==> config.mk <==
export PLATFORM = sky130hd
export DESIGN_NAME = registro_umbrales_flat
export DESIGN_NICKNAME = d
export VERILOG_FILES = /design/src/rtl/registro_umbrales_pkg.sv /design/src/rtl/registro_umbrales_if.sv /design/src/rtl/registro_umbrales_temporizador_edicion.sv /design/src/rtl/registro_umbrales.sv /design/src/flat_wrapper.sv
export SDC_FILE = /design/constraint.sdc
export NUM_CORES = 1
export LEC_CHECK = 0
export ABC_AREA = 1
export BUFFER_PORTS_ARGS = -buffer_cell sky130_fd_sc_hd__buf_2
export CAP_MARGIN = 30
export CORE_UTILIZATION = 40
export CTS_BUF_LIST = sky130_fd_sc_hd__clkbuf_8
export DETAILED_ROUTE_END_ITERATION = 10
export GPL_TIMING_DRIVEN = 1
export PLACE_DENSITY = 0.64
export SLEW_MARGIN = 10
export SYNTH_ARGS = -nofsm -noshare
export SYNTH_HDL_FRONTEND = slang
export SYNTH_SLANG_ARGS = --single-unit
==> constraint.sdc <==
create_clock -name clk -period 2.5 [get_ports clk]
set_input_delay 0 -clock clk [delete_from_list [all_inputs] [get_ports clk]]
set_output_delay 0 -clock clk [all_outputs]
set_load 0.02 [all_outputs]
==> src/rtl/registro_umbrales_pkg.sv <==
// Shared key codes, FSM encoding and default alarm thresholds for the keypad threshold path.
// Also used by the comparator and display blocks.
package registro_umbrales_pkg;

    localparam logic [3:0] TECLA_ENTER = 4'hA;
    localparam logic [3:0] TECLA_CLEAR = 4'hB;

    localparam logic [7:0] UMBRAL_TEMP_DEF = 8'h30;
    localparam logic [7:0] UMBRAL_HUMO_DEF = 8'h50;
    localparam logic [7:0] TEMP_MAX_DEF    = 8'h85;

    typedef enum logic [1:0] {
        IDLE = 2'd0,
        DIG1 = 2'd1,
        DIG2 = 2'd2
    } estado_t;

    function automatic logic es_digito(input logic [3:0] c);
        return c <= 4'd9;
    endfunction

endpackage

==> src/rtl/registro_umbrales_if.sv <==
// Validated key stream in, committed thresholds and entry status out.
// master drives keys (key-validation stage), slave is the threshold register.
interface registro_umbrales_if;

    logic       tecla_valida;
    logic       tempenable;
    logic       humoenable;
    logic [3:0] cor;
    logic [7:0] umbral_temp;
    logic [7:0] umbral_humo;
    logic [7:0] pendiente;
    logic       editando;
    logic       sel_humo;
    logic       actualizado;
    logic       error;

    modport master (
        output tecla_valida, tempenable, humoenable, cor,
        input  umbral_temp, umbral_humo, pendiente, editando, sel_humo, actualizado, error
    );

    modport slave (
        input  tecla_valida, tempenable, humoenable, cor,
        output umbral_temp, umbral_humo, pendiente, editando, sel_humo, actualizado, error
    );

endinterface

==> src/rtl/registro_umbrales_temporizador_edicion.sv <==
// Idle timer for an open entry; expira is combinational from the count register.
// No backpressure: counts every enabled cycle, clr has priority over en.
module temporizador_edicion #(
    parameter int unsigned TIMEOUT_CICLOS = 50_000_000,
    parameter int unsigned CNT_W          = 26
) (
    input  logic clk,
    input  logic reset,
    input  logic clr,
    input  logic en,
    output logic expira
);

    localparam logic [CNT_W-1:0] LIMITE = CNT_W'(TIMEOUT_CICLOS - 1);

    logic [CNT_W-1:0] cnt_q, cnt_d;

    always_comb begin
        cnt_d = cnt_q;
        if (clr) begin
            cnt_d = '0;
        end else if (en) begin
            cnt_d = cnt_q + CNT_W'(1);
        end
    end

    always_ff @(posedge clk or negedge reset) begin
        if (!reset) begin
            cnt_q <= '0;
        end else begin
            cnt_q <= cnt_d;
        end
    end

    assign expira = en && (cnt_q == LIMITE);

endmodule

==> src/rtl/registro_umbrales.sv <==
// Assembles up to two BCD digits per entry and commits them to the temperature or smoke threshold.
// Latency 1 cycle from the tecla_valida strobe; no backpressure, every strobe is consumed.
module registro_umbrales
    import registro_umbrales_pkg::*;
#(
    parameter int unsigned TIMEOUT_CICLOS = 50_000_000,
    parameter int unsigned CNT_W          = 26,
    parameter logic [7:0]  DEF_TEMP       = UMBRAL_TEMP_DEF,
    parameter logic [7:0]  DEF_HUMO       = UMBRAL_HUMO_DEF,
    parameter logic [7:0]  MAX_TEMP       = TEMP_MAX_DEF
) (
    input  logic                clk,
    input  logic                reset,
    registro_umbrales_if.slave  bus
);

    estado_t    estado_q, estado_d;
    logic [7:0] pend_q, pend_d;
    logic [7:0] temp_q, temp_d;
    logic [7:0] humo_q, humo_d;
    logic       sel_q, sel_d;
    logic       act_q, act_d;
    logic       err_q, err_d;

    logic es_dig, es_enter, es_clear, tecla_usada, expira, timeout;

    assign es_dig      = es_digito(bus.cor);
    assign es_enter    = (bus.cor == TECLA_ENTER);
    assign es_clear    = (bus.cor == TECLA_CLEAR);
    // Codes C-F are invisible: they neither act nor restart the idle timer.
    assign tecla_usada = bus.tecla_valida && (es_dig || es_enter || es_clear);
    assign timeout     = expira && !tecla_usada;

    always_comb begin
        estado_d = estado_q;
        pend_d   = pend_q;
        temp_d   = temp_q;
        humo_d   = humo_q;
        sel_d    = sel_q;
        act_d    = 1'b0;
        err_d    = 1'b0;
        if (timeout) begin
            estado_d = IDLE;
            pend_d   = '0;
            err_d    = 1'b1;
        end else if (tecla_usada) begin
            unique case (estado_q)
                IDLE: begin
                    if (es_dig) begin
                        if (bus.tempenable ^ bus.humoenable) begin
                            pend_d   = {4'h0, bus.cor};
                            sel_d    = bus.humoenable;
                            estado_d = DIG1;
                        end else begin
                            err_d = 1'b1;
                        end
                    end
                end
                DIG1, DIG2: begin
                    if (es_dig) begin
                        if (estado_q == DIG1) begin
                            pend_d   = {pend_q[3:0], bus.cor};
                            estado_d = DIG2;
                        end else begin
                            err_d = 1'b1;
                        end
                    end else begin
                        estado_d = IDLE;
                        pend_d   = '0;
                        // Valid BCD orders the same as binary, so a plain compare suffices.
                        if (es_enter) begin
                            if (!sel_q && (pend_q > MAX_TEMP)) begin
                                err_d = 1'b1;
                            end else if (sel_q) begin
                                humo_d = pend_q;
                                act_d  = 1'b1;
                            end else begin
                                temp_d = pend_q;
                                act_d  = 1'b1;
                            end
                        end
                    end
                end
                default: begin
                    estado_d = IDLE;
                    pend_d   = '0;
                end
            endcase
        end
    end

    always_ff @(posedge clk or negedge reset) begin
        if (!reset) begin
            estado_q <= IDLE;
            pend_q   <= '0;
            temp_q   <= DEF_TEMP;
            humo_q   <= DEF_HUMO;
            sel_q    <= 1'b0;
            act_q    <= 1'b0;
            err_q    <= 1'b0;
        end else begin
            estado_q <= estado_d;
            pend_q   <= pend_d;
            temp_q   <= temp_d;
            humo_q   <= humo_d;
            sel_q    <= sel_d;
            act_q    <= act_d;
            err_q    <= err_d;
        end
    end

    temporizador_edicion #(
        .TIMEOUT_CICLOS (TIMEOUT_CICLOS),
        .CNT_W          (CNT_W)
    ) u_temporizador (
        .clk    (clk),
        .reset  (reset),
        .clr    (tecla_usada || (estado_d == IDLE)),
        .en     (estado_q != IDLE),
        .expira (expira)
    );

    assign bus.umbral_temp = temp_q;
    assign bus.umbral_humo = humo_q;
    assign bus.pendiente   = pend_q;
    assign bus.editando    = (estado_q != IDLE);
    assign bus.sel_humo    = sel_q;
    assign bus.actualizado = act_q;
    assign bus.error       = err_q;

endmodule

==> src/flat_wrapper.sv <==
// flat-port wrapper written by rule: the top's interface ports become plain ports
module registro_umbrales_flat import registro_umbrales_pkg::*;
#(
    parameter int unsigned TIMEOUT_CICLOS = 50_000_000,
    parameter int unsigned CNT_W          = 26,
    parameter logic [7:0]  DEF_TEMP       = UMBRAL_TEMP_DEF,
    parameter logic [7:0]  DEF_HUMO       = UMBRAL_HUMO_DEF,
    parameter logic [7:0]  MAX_TEMP       = TEMP_MAX_DEF
)
  (clk, reset, bus_tecla_valida, bus_tempenable, bus_humoenable, bus_cor, bus_umbral_temp, bus_umbral_humo, bus_pendiente, bus_editando, bus_sel_humo, bus_actualizado, bus_error);
  registro_umbrales_if bus_i ();
  input  logic clk;
  input  logic reset;
  input wire logic [$bits(bus_i.tecla_valida)-1:0] bus_tecla_valida;
  input wire logic [$bits(bus_i.tempenable)-1:0] bus_tempenable;
  input wire logic [$bits(bus_i.humoenable)-1:0] bus_humoenable;
  input wire logic [$bits(bus_i.cor)-1:0] bus_cor;
  output wire logic [$bits(bus_i.umbral_temp)-1:0] bus_umbral_temp;
  output wire logic [$bits(bus_i.umbral_humo)-1:0] bus_umbral_humo;
  output wire logic [$bits(bus_i.pendiente)-1:0] bus_pendiente;
  output wire logic [$bits(bus_i.editando)-1:0] bus_editando;
  output wire logic [$bits(bus_i.sel_humo)-1:0] bus_sel_humo;
  output wire logic [$bits(bus_i.actualizado)-1:0] bus_actualizado;
  output wire logic [$bits(bus_i.error)-1:0] bus_error;
  assign bus_i.tecla_valida = bus_tecla_valida;
  assign bus_i.tempenable = bus_tempenable;
  assign bus_i.humoenable = bus_humoenable;
  assign bus_i.cor = bus_cor;
  assign bus_umbral_temp = bus_i.umbral_temp;
  assign bus_umbral_humo = bus_i.umbral_humo;
  assign bus_pendiente = bus_i.pendiente;
  assign bus_editando = bus_i.editando;
  assign bus_sel_humo = bus_i.sel_humo;
  assign bus_actualizado = bus_i.actualizado;
  assign bus_error = bus_i.error;
  registro_umbrales #(.TIMEOUT_CICLOS(TIMEOUT_CICLOS), .CNT_W(CNT_W), .DEF_TEMP(DEF_TEMP), .DEF_HUMO(DEF_HUMO), .MAX_TEMP(MAX_TEMP)) u_core (.clk(clk), .reset(reset), .bus(bus_i));
endmodule
### Yosys cells after proc, flatten, opt, wreduce, memory -nomap -nowiden

Index checks and enable logic that the tools add are counted.

| storage, ports and cells | value |
|---|---|
| bits in registers | 55 |
| input port bits | 9 |
| output and inout port bits | 28 |
| logic and storage cells | 74 |

| cells by class | value |
|---|---|
| add/sub/neg operators | 1 |
| magnitude comparators | 2 |
| equality and inequality tests | 8 |
| mux-type cells | 31 |
| bitwise operators | 5 |
| reduce and logical (&&, ||, !) cells | 19 |

Operator list:

| kind | count |
|---|---|
| 26-bit two-way mux | 2 |
| 8-bit two-way mux | 6 |
| 26-bit by 1-bit adder with 26-bit output, second input constant | 1 |
| 26-bit equality test, second input constant | 1 |
| 8-bit one-hot mux with 2 select lines | 1 |
| 1-bit two-way mux | 14 |
| 7-bit AND reduction | 2 |
| 2-bit two-way mux | 6 |
| 4-bit equality test, second input constant | 2 |
| 8-bit > comparator, second input constant | 1 |
| 3-bit by 1-bit inequality test with 1-bit output, second input constant | 2 |
| 2-bit nonzero test | 3 |
| 5-bit AND reduction | 1 |
| 4-bit <= comparator, second input constant | 1 |
| 1-bit logical AND | 4 |
| 2-bit logical NOT | 2 |
| 4-bit inequality test, second input constant | 1 |
| 1-bit inverter | 4 |
| 2-bit one-hot mux with 2 select lines | 1 |
| 4-bit AND reduction | 1 |
| 1-bit logical OR | 3 |
| 2-bit by 1-bit equality test with 1-bit output, second input constant | 1 |
| 2-bit equality test, second input constant | 1 |
| 1-bit logical NOT | 2 |
| 3 further kinds | 3 |

### Depth between registers and ports, before layout

Gate-level depths: netlist of run 1.

| logic depth | value |
|---|---|
| word-level depth | 10 |
| gate-level depth with buffers | 16 |
| depth with buffers taken out | 14 |

### Cells and area by module

From an unflattened synthesis of run 1, not the netlist that was laid out.

| unflattened totals | value |
|---|---|
| cell total of the unflattened synthesis | 414 |
| area total of the unflattened synthesis | 3128.0 um^2 |

Modules (own cells, without submodules):

| module | times used | cells each | area each (um^2) | sequential area each (um^2) |
|---|---|---|---|---|
| temporizador_edicion | 1 | 234 | 1601.5 | 650.6 |
| registro_umbrales | 1 | 180 | 1526.5 | 730.7 |

### Worst setup path after synthesis of run 1

OpenSTA, ideal clock, no wires.

| timing path | value |
|---|---|
| kind | register to register |
| start | reg u_core.estado_q[0] |
| end | reg u_core.u_temporizador.cnt_q[9] |
| setup time | 0.121 ns |
| arrival time | 1.782 ns |
| data required time | 2.379 ns |
| setup slack | 0.597 ns |
| cell stages (with the launch flop) | 15 |
| buffers on the path | 2 |
| clock period less this slack | 1.903 ns |
| path through | dfrtp_1 inv_1 ha_1 buf_6 inv_2 nand2_1 nor2_1 nand2_1 nor2_1 nand3_2 nand2_1 nand2_2 nand2_4 buf_12 nor2_1 |

| between the ends | value |
|---|---|
| longest elaborated chain between the ends | 9 |
| elaborated cells between the ends (all ways) | 18 |
| classes of those cells | 2 x eq/ne; 8 x mux; 8 x reduce/logical |

RTL lines:

| item | line | text |
|---|---|---|
| start: declaration | registro_umbrales.sv:17 | `estado_t estado_q, estado_d;` |
| start signal: assignment | registro_umbrales.sv:102 | `estado_q <= estado_d;` |
| 2-bit by 1-bit equality test with 1-bit output | registro_umbrales.sv:47, registro_umbrales.sv:61 |  |
| 2-bit two-way mux | registro_umbrales.sv:61 | `if (estado_q == DIG1) begin` |
| 2-bit two-way mux | registro_umbrales.sv:60 | `if (es_dig) begin` |
| 2-bit one-hot mux with 2 select lines | registro_umbrales.sv:47 | `unique case (estado_q)` |
| 2-bit two-way mux | registro_umbrales.sv:46 | `end else if (tecla_usada) begin` |
| 2-bit two-way mux | registro_umbrales.sv:42 | `if (timeout) begin` |
| 2-bit logical NOT | registro_umbrales.sv:118 | `.clr (tecla_usada \|\| (estado_d == IDLE)),` |
| 1-bit logical OR | registro_umbrales.sv:118 |  |
| 26-bit two-way mux / 2-bit nonzero test (equally long branches) | n/a |  |
| end signal: assignment | registro_umbrales_temporizador_edicion.sv:31 | `cnt_q <= cnt_d;` |
| end: declaration | registro_umbrales_temporizador_edicion.sv:16 | `logic [CNT_W-1:0] cnt_q, cnt_d;` |

Parallel ways exist; a longest one is shown, timed or not.
A chain may end at the register's enable or synchronous reset.

### Final worst setup path of run 1

| timing path | value |
|---|---|
| start | reg u_core.estado_q[0] |
| end | reg u_core.u_temporizador.cnt_q[6] |

Same word-level chain as after synthesis.

==> results of run 1 <==
==> final cells by class <==
cell class                      instances  area, um^2
Clock buffer                            5       68.82
Clock inverter                          3       28.78
Fill cell                             742        3875
Inverter                               40       152.6
Multi-Input combinational cell        278        1393
Sequential cell                        55        1381
Tap cell                               99       123.9
Timing Repair Buffer                   42       230.2
==> power by group <==
part	switching [W]	internal, W	leakage [nW]	total (W)
sequential	0.000161	0.00101	0.745	0.00117
combinational	0.000650	0.000296	0.882	0.000946
clock	0.000314	0.000208	0.0502	0.000523
total	0.00113	0.00151	1.68	0.00264
==> tightest hold or removal path, stage by stage <==
cell,delay (ns)
buf_2,0.11
o2111ai_1,0.09
o21ai_0,0.09
==> through the flow <==
stage	area, um^2	setup slack, ns	total power, W
after floorplan	2988	0.5973	0.001869
after global placement	3261	0.4654	0.002122
final	3378	0.3377	0.002635
after detailed placement	3261	0.3401	0.002136
after CTS	3378	0.3325	0.002665
after global routing	3378	0.08807	0.002828
==> sequential cells by signal, summed over array words and instances, names as in the netlist <==
signal                       flops
u_core.bus.pendiente             8
u_core.bus.sel_humo              1
u_core.u_temporizador.cnt_q     26
u_core.bus.actualizado           1
u_core.bus.umbral_humo           8
u_core.bus.umbral_temp           8
u_core.bus.error                 1
u_core.estado_q                  2
==> cell usage after synthesis, types with 2 or more instances <==
library cell and number:
nand2_2 4, nand2_1 108, xnor2_1 2, buf_2 3, nand3_1 43, inv_1 37
buf_6 2, o21ai_0 14, nand4_1 7, xor2_1 11, nor2_1 47, dfstp_2 4
nor3_1 4, dfrtp_1 51, ha_1 7, o21ai_1 4, nor2_2 12
==> metal layers <==
metal / share of wire [%] / global-route usage (%) / routed length, um / vias up
li1: - / - / - / 1291
met1: 47 / 23.14 / 3005 / 1170
met2: 48 / 32.31 / 3021 / 48
met3: 3.6 / 2.985 / 225 / 7
met4: 1.2 / 4.985 / 78 / 0
met5: 0 / 0 / 0 / -
==> timing repair <==
action | 4_1_cts | 5_1_grt
hold buffers | 2 | 0
endpoints found under the hold margin | 25 | 0
setup buffers | 0 | 0
==> cell families (layout without fill, tap and decap cells) <==
kind of cell / after synthesis / count (layout) / synth area share (%)
and+or+nand+nor: 232 / 232 / 34.30
DFF: 55 / 55 / 46.23
buffers and inverters: 47 / 90 / 7.160
AOI/OAI and AO/OA: 25 / 25 / 5.235
xor gates and xnor gates: 13 / 13 / 3.811
adders and majority gates: 7 / 7 / 2.931
muxes: 1 / 1 / 0.3350
==> worst max path at each step <==
stage,slack (ns),start,end,depth (start not counted)
2_1_floorplan,0.60,u_core.estado_q[0],u_core.u_temporizador.cnt_q[9],14
3_3_place_gp,0.47,u_core.estado_q[0],u_core.u_temporizador.cnt_q[8],14
3_5_place_dp,0.34,u_core.estado_q[0],u_core.u_temporizador.cnt_q[21],12
4_1_cts,0.33,u_core.estado_q[0],u_core.u_temporizador.cnt_q[6],12
5_1_grt,0.09,u_core.estado_q[0],u_core.u_temporizador.cnt_q[6],12
6_report,0.34,u_core.estado_q[0],u_core.u_temporizador.cnt_q[6],12
==> flow_summary_export.csv, run 1 <==
group,metric,value,unit
critical_path,critPathLaunchType,"flip-flop",
critical_path,end_kind,"flip-flop",
sta,fin_worst_skew,0.01623,ns
place,gp_congestion,0.8713,
detailed_routing,drtIter0Drc,113,
floorplan,core,7253,um^2
sta,period_needed,2.162,ns
logic_synthesis,synth_edf_count,0,
critical_path,critPathMaxStageDelay,0.46,ns
cts,h-tree-depth,2,
cts,clk_latency,0.32,ns
sta,tightest_slew,0.5763,ns
status,status,"completed",
critical_path,r2r_cells,12,
detailed_routing,routedWlPerCell,12.13,um
floorplan,dieArea,7819,um^2
hold_path,holdPathEnd,"u_core.bus.pendiente[0]",
sta,setup_violations,0,
sta,slew_violations,0,
logic_synthesis,syn_area_per_cell,7.863,um^2
power_and_ir_drop,p_leak,1.678,nW
logic_synthesis,netlist.top_cell.by_area,"dfrtp_1",
detailed_routing,detail-route-antenna-nets,0,
logic_synthesis,synth_cell_type_count,37,
logic_synthesis,synth_top_area_share,42.71,%
critical_path,cpMaxStageDelayCell,"dfrtp_1",
logic_synthesis,netlist_area,2988,um^2
critical_path,worstPathArrival,2.35,ns
finish,fin_nets,438,
detailed_routing,vias,2516,
hold_path,hold_depth,3,
place,port_buffers,36,
detailed_routing,drtPass1Iterations,4,
grt,grt_pass1_vias,2502,
critical_path,crit_type,"reg2reg",
logic_synthesis,synth_ff_type,"dfrtp_1",
critical_path,r2r_end,"u_core.u_temporizador.cnt_q[6]",
critical_path,path_buf_inv,2,
grt,grt_usage,18.28,%
logic_synthesis,synthTopCellsByArea,"dfrtp_1 (43%), nand2_1 (14%), nand3_1 (7.2%), nor2_1 (5.9%), inv_1 (4.6%)",
sta,holdWs,0.01091,ns
grt,grt_max_degree,27,
critical_path,crit_family,"simple AND/OR/NAND/NOR gates",
floorplan,start_util,41.19,%
detailed_routing,via_per_inst,4.820,
grt,grt-ovfl-total,0,
critical_path,r2r-start,"u_core.estado_q[0]",
cts,root_buffer,"clkbuf_8",
floorplan,io_pins,37,
sta,fmax,462.5,MHz
sta,finalHoldViolCount,0,
logic_synthesis,syn_inst,380,
logic_synthesis,synth_seq_cells,55,
finish,utilization,46.58,%
sta,rsz0062_at_grt,"no",
power_and_ir_drop,p_per_area,780.1,nW/um^2
cts,clockBufferDepth,2,
grt,antenna_found_initial,0,
cts,cts_num_sinks,55,
power_and_ir_drop,peakVddDrop,0.2770,mV
cts,numCtsBuffers,5,
place,dpl.hpwl,4742,um
critical_path,required,2.69,ns
cts,cts_resized,0,
logic_synthesis,syn_nets,396,
sta,final.setup.tns,0,ns
detailed_routing,wirelength,6330,um
floorplan,fp.dieH,88.43,um
hold_path,hp-start,"bus_cor[0]",
finish,final_cell_mix,"nand2_1 (108), dfrtp_1 (51), nor2_1 (47)",
cts,clk_pin_slew,0.11,ns
logic_synthesis,ys_async_sr_fraction,100.0,%
floorplan,rows,31,
finish,antennaDiodeCount,0,
sta,fin_crit_sh,86.49,%
finish,layout_commonest_cell,"nand2_1",
critical_path,worstPathCellList,"inv_1, ha_1, inv_2, nand2_1, nor2_1, nand2_1, nor2_1, nand3_2, nand2_1, nand2_2, nand2_4, nor2_1",
critical_path,cp_max_fo,26,
detailed_routing,drc_errors,0,
place,place_inst,512,
cts,cts_tree,"yes",
logic_synthesis,ys_warn_count,0,
hold_path,hp-class,"in2reg",
sta,relSlewSlack,61.58,%
floorplan,die_w,88.43,um
logic_synthesis,yosysSeqAreaShare,46.23,%
finish,syn2layout_area_growth,13.07,%
grt,grt_pass1_wl,11210,um
run,max_cap_violations,0,
finish,drive_gt1_share,17.97,%
finish,stdcell_count,522,
critical_path,rrSetupSlack,0.34,ns
No activity file was read; power rests on OpenSTA's default activity.
==> run 2: changes to the inputs <==
- clock period: 2.5 -> 2.6 ns (I/O delays scaled with it)
==> run 2 against run 1 <==
Highest routed layer unchanged. Sequential cell count unchanged. Largest cell class unchanged. Register-to-register slack better by 0.10 ns. Clock skew down 0.0081 ns. Critical endpoint is now u_core.u_temporizador.cnt_q[24]. Sequential share of layout area increased by 0.12 points. Maximum frequency about the same.
==> flow_summary_export.csv, run 2 (same netlist as run 1, synthesis figures left out) <==
group,metric,value,unit
cts,numCtsBuffers,5,
finish,antennaDiodeCount,0,
floorplan,rows,31,
finish,stdcell_count,521,
finish,final_cell_mix,"nand2_1 (108), dfrtp_1 (51), nor2_1 (47)",
finish,post-route-cell-area,3368,um^2
critical_path,rrSetupSlack,0.44,ns
power_and_ir_drop,p_per_area,747.1,nW/um^2
floorplan,fp.dieH,88.43,um
cts,clk_latency,0.31,ns
place,dpl.hpwl,4515,um
critical_path,critPathLaunchType,"flip-flop",
place,port_buffers,36,
grt,grt-ovfl-total,0,
grt,grt_pass1_vias,2374,
finish,fill_cells,739,
cts,clk_pin_slew,0.09,ns
detailed_routing,wirelength,6214,um
critical_path,r2r_cells,12,
critical_path,r2r_end,"u_core.u_temporizador.cnt_q[24]",
hold_path,holdPathEnd,"u_core.bus.pendiente[1]",
sta,fmax,462.8,MHz
finish,layout_commonest_cell,"nand2_1",
sta,slew_violations,0,
critical_path,worstPathArrival,2.35,ns
critical_path,required,2.79,ns
critical_path,crit_type,"reg2reg",
floorplan,io_pins,37,
finish,regMostFlops,"u_core.u_temporizador.cnt_q",
detailed_routing,drtPass1Iterations,4,
floorplan,dieArea,7819,um^2
sta,relSlewSlack,54.53,%
grt,grt_usage,17.51,%
power_and_ir_drop,p_leak,1.675,nW
grt,grt_pass1_wl,10680,um
hold_path,hold_depth,3,
sta,tightest_slew,0.6821,ns
detailed_routing,drc_errors,0,
hold_path,hp-start,"bus_cor[1]",
place,postPlaceCellArea,3253,um^2
finish,drive_gt1_share,17.54,%
floorplan,core,7253,um^2
finish,utilization,46.44,%
critical_path,end_kind,"flip-flop",
sta,fin_crit_sh,83.11,%
sta,final.setup.tns,0,ns
finish,syn2layout_area_growth,12.73,%
detailed_routing,via_per_inst,4.806,
place,place_inst,511,
sta,holdWs,0.01672,ns
detailed_routing,drtIter0Drc,104,
place,gp_congestion,0.8894,
cts,root_buffer,"clkbuf_8",
sta,rsz0062_at_grt,"no",
critical_path,r2r-start,"u_core.estado_q[0]",
sta,finalHoldViolCount,0,
detailed_routing,routedWlPerCell,11.93,um
grt,grt_max_degree,56,
sta,fin_worst_skew,0.008145,ns
cts,h-tree-depth,2,
run,max_cap_violations,0,
cts,cts_tree,"yes",
cts,cts_resized,0,
detailed_routing,detail-route-antenna-nets,0,
hold_path,hp-class,"in2reg",
cts,clockBufferDepth,2,
floorplan,start_util,41.19,%
power_and_ir_drop,peakVddDrop,0.3406,mV
detailed_routing,vias,2504,
sta,setup_violations,0,
sta,period_needed,2.161,ns
critical_path,cp_max_fo,26,
finish,fin_nets,437,
floorplan,die_w,88.43,um
finish,largest_register_ffs,26,
grt,antenna_found_initial,0,
cts,cts_num_sinks,55,
status,status,"completed",
[run 2: cell types whose count changed in the layout (fill, tap and decap cells not counted), sizes merged]
cell,change
buf,-1
clkbuf,+1
clkinv,-1
[run 2: worst max path at each step]
| stage | start | endpoint | slack [ns] | depth (start not counted) |
|---|---|---|---|---|
| finish | u_core.estado_q[0] | u_core.u_temporizador.cnt_q[24] | 0.44 | 12 |
| global route | u_core.estado_q[0] | u_core.u_temporizador.cnt_q[6] | 0.21 | 12 |
| CTS | u_core.estado_q[0] | u_core.u_temporizador.cnt_q[24] | 0.42 | 12 |
| detailed placement | u_core.estado_q[0] | u_core.u_temporizador.cnt_q[21] | 0.45 | 12 |
| global placement | u_core.estado_q[0] | u_core.u_temporizador.cnt_q[17] | 0.49 | 12 |
| floorplan | u_core.estado_q[0] | u_core.u_temporizador.cnt_q[9] | 0.70 | 14 |
[run 2: metal layers]
metal | routed length (um) | global-route usage (%)
met5 | 0 | 0
met4 | 95 | 6.305
met3 | 196 | 3.825
met2 | 2882 | 30.21
met1 | 3040 | 21.55
[run 2: report_power, final]
group | internal (W) | total, W | switching, W
sequential | 0.000967 | 0.00112 | 0.000149
combinational | 0.000284 | 0.000902 | 0.000618
clock | 0.000215 | 0.000499 | 0.000284
[run 2: metrics by stage]
stage / worst slack (ns) / power [W]
floorplan: 0.6973 / 0.001798
global placement: 0.4907 / 0.002024
detailed placement: 0.4515 / 0.002035
CTS: 0.4219 / 0.002534
global route: 0.2059 / 0.002690
finish: 0.4392 / 0.002516
[run 2: what timing repair did]
item,4_1_cts,5_1_grt
setup buffers,0,0
hold buffers,2,0
hold endpoints to repair,52,0
[run 2: area by class of cell]
| cell class | instances | area, um^2 | area share, % |
|---|---|---|---|
| clock buffers | 6 | 82.58 | 2.452 |
| clock inverters | 2 | 12.51 | 0.3715 |
| inverters | 40 | 152.6 | 4.532 |
| multi-input cells | 278 | 1393 | 41.34 |
| flip-flops and latches | 55 | 1381 | 41.01 |
| well taps | 99 | 123.9 | 3.678 |
| repair buffers | 41 | 222.7 | 6.612 |
[run 2: critical path, cell delays in order, from the launching register on]
cell and delay (ns):
dfrtp_1 0.45, inv_1 0.11, ha_1 0.23, inv_2 0.09
nand2_1 0.05, nor2_1 0.08, nand2_1 0.07, nor2_1 0.15
nand3_2 0.21, nand2_1 0.17, nand2_2 0.08, nand2_4 0.26
nor2_1 0.08
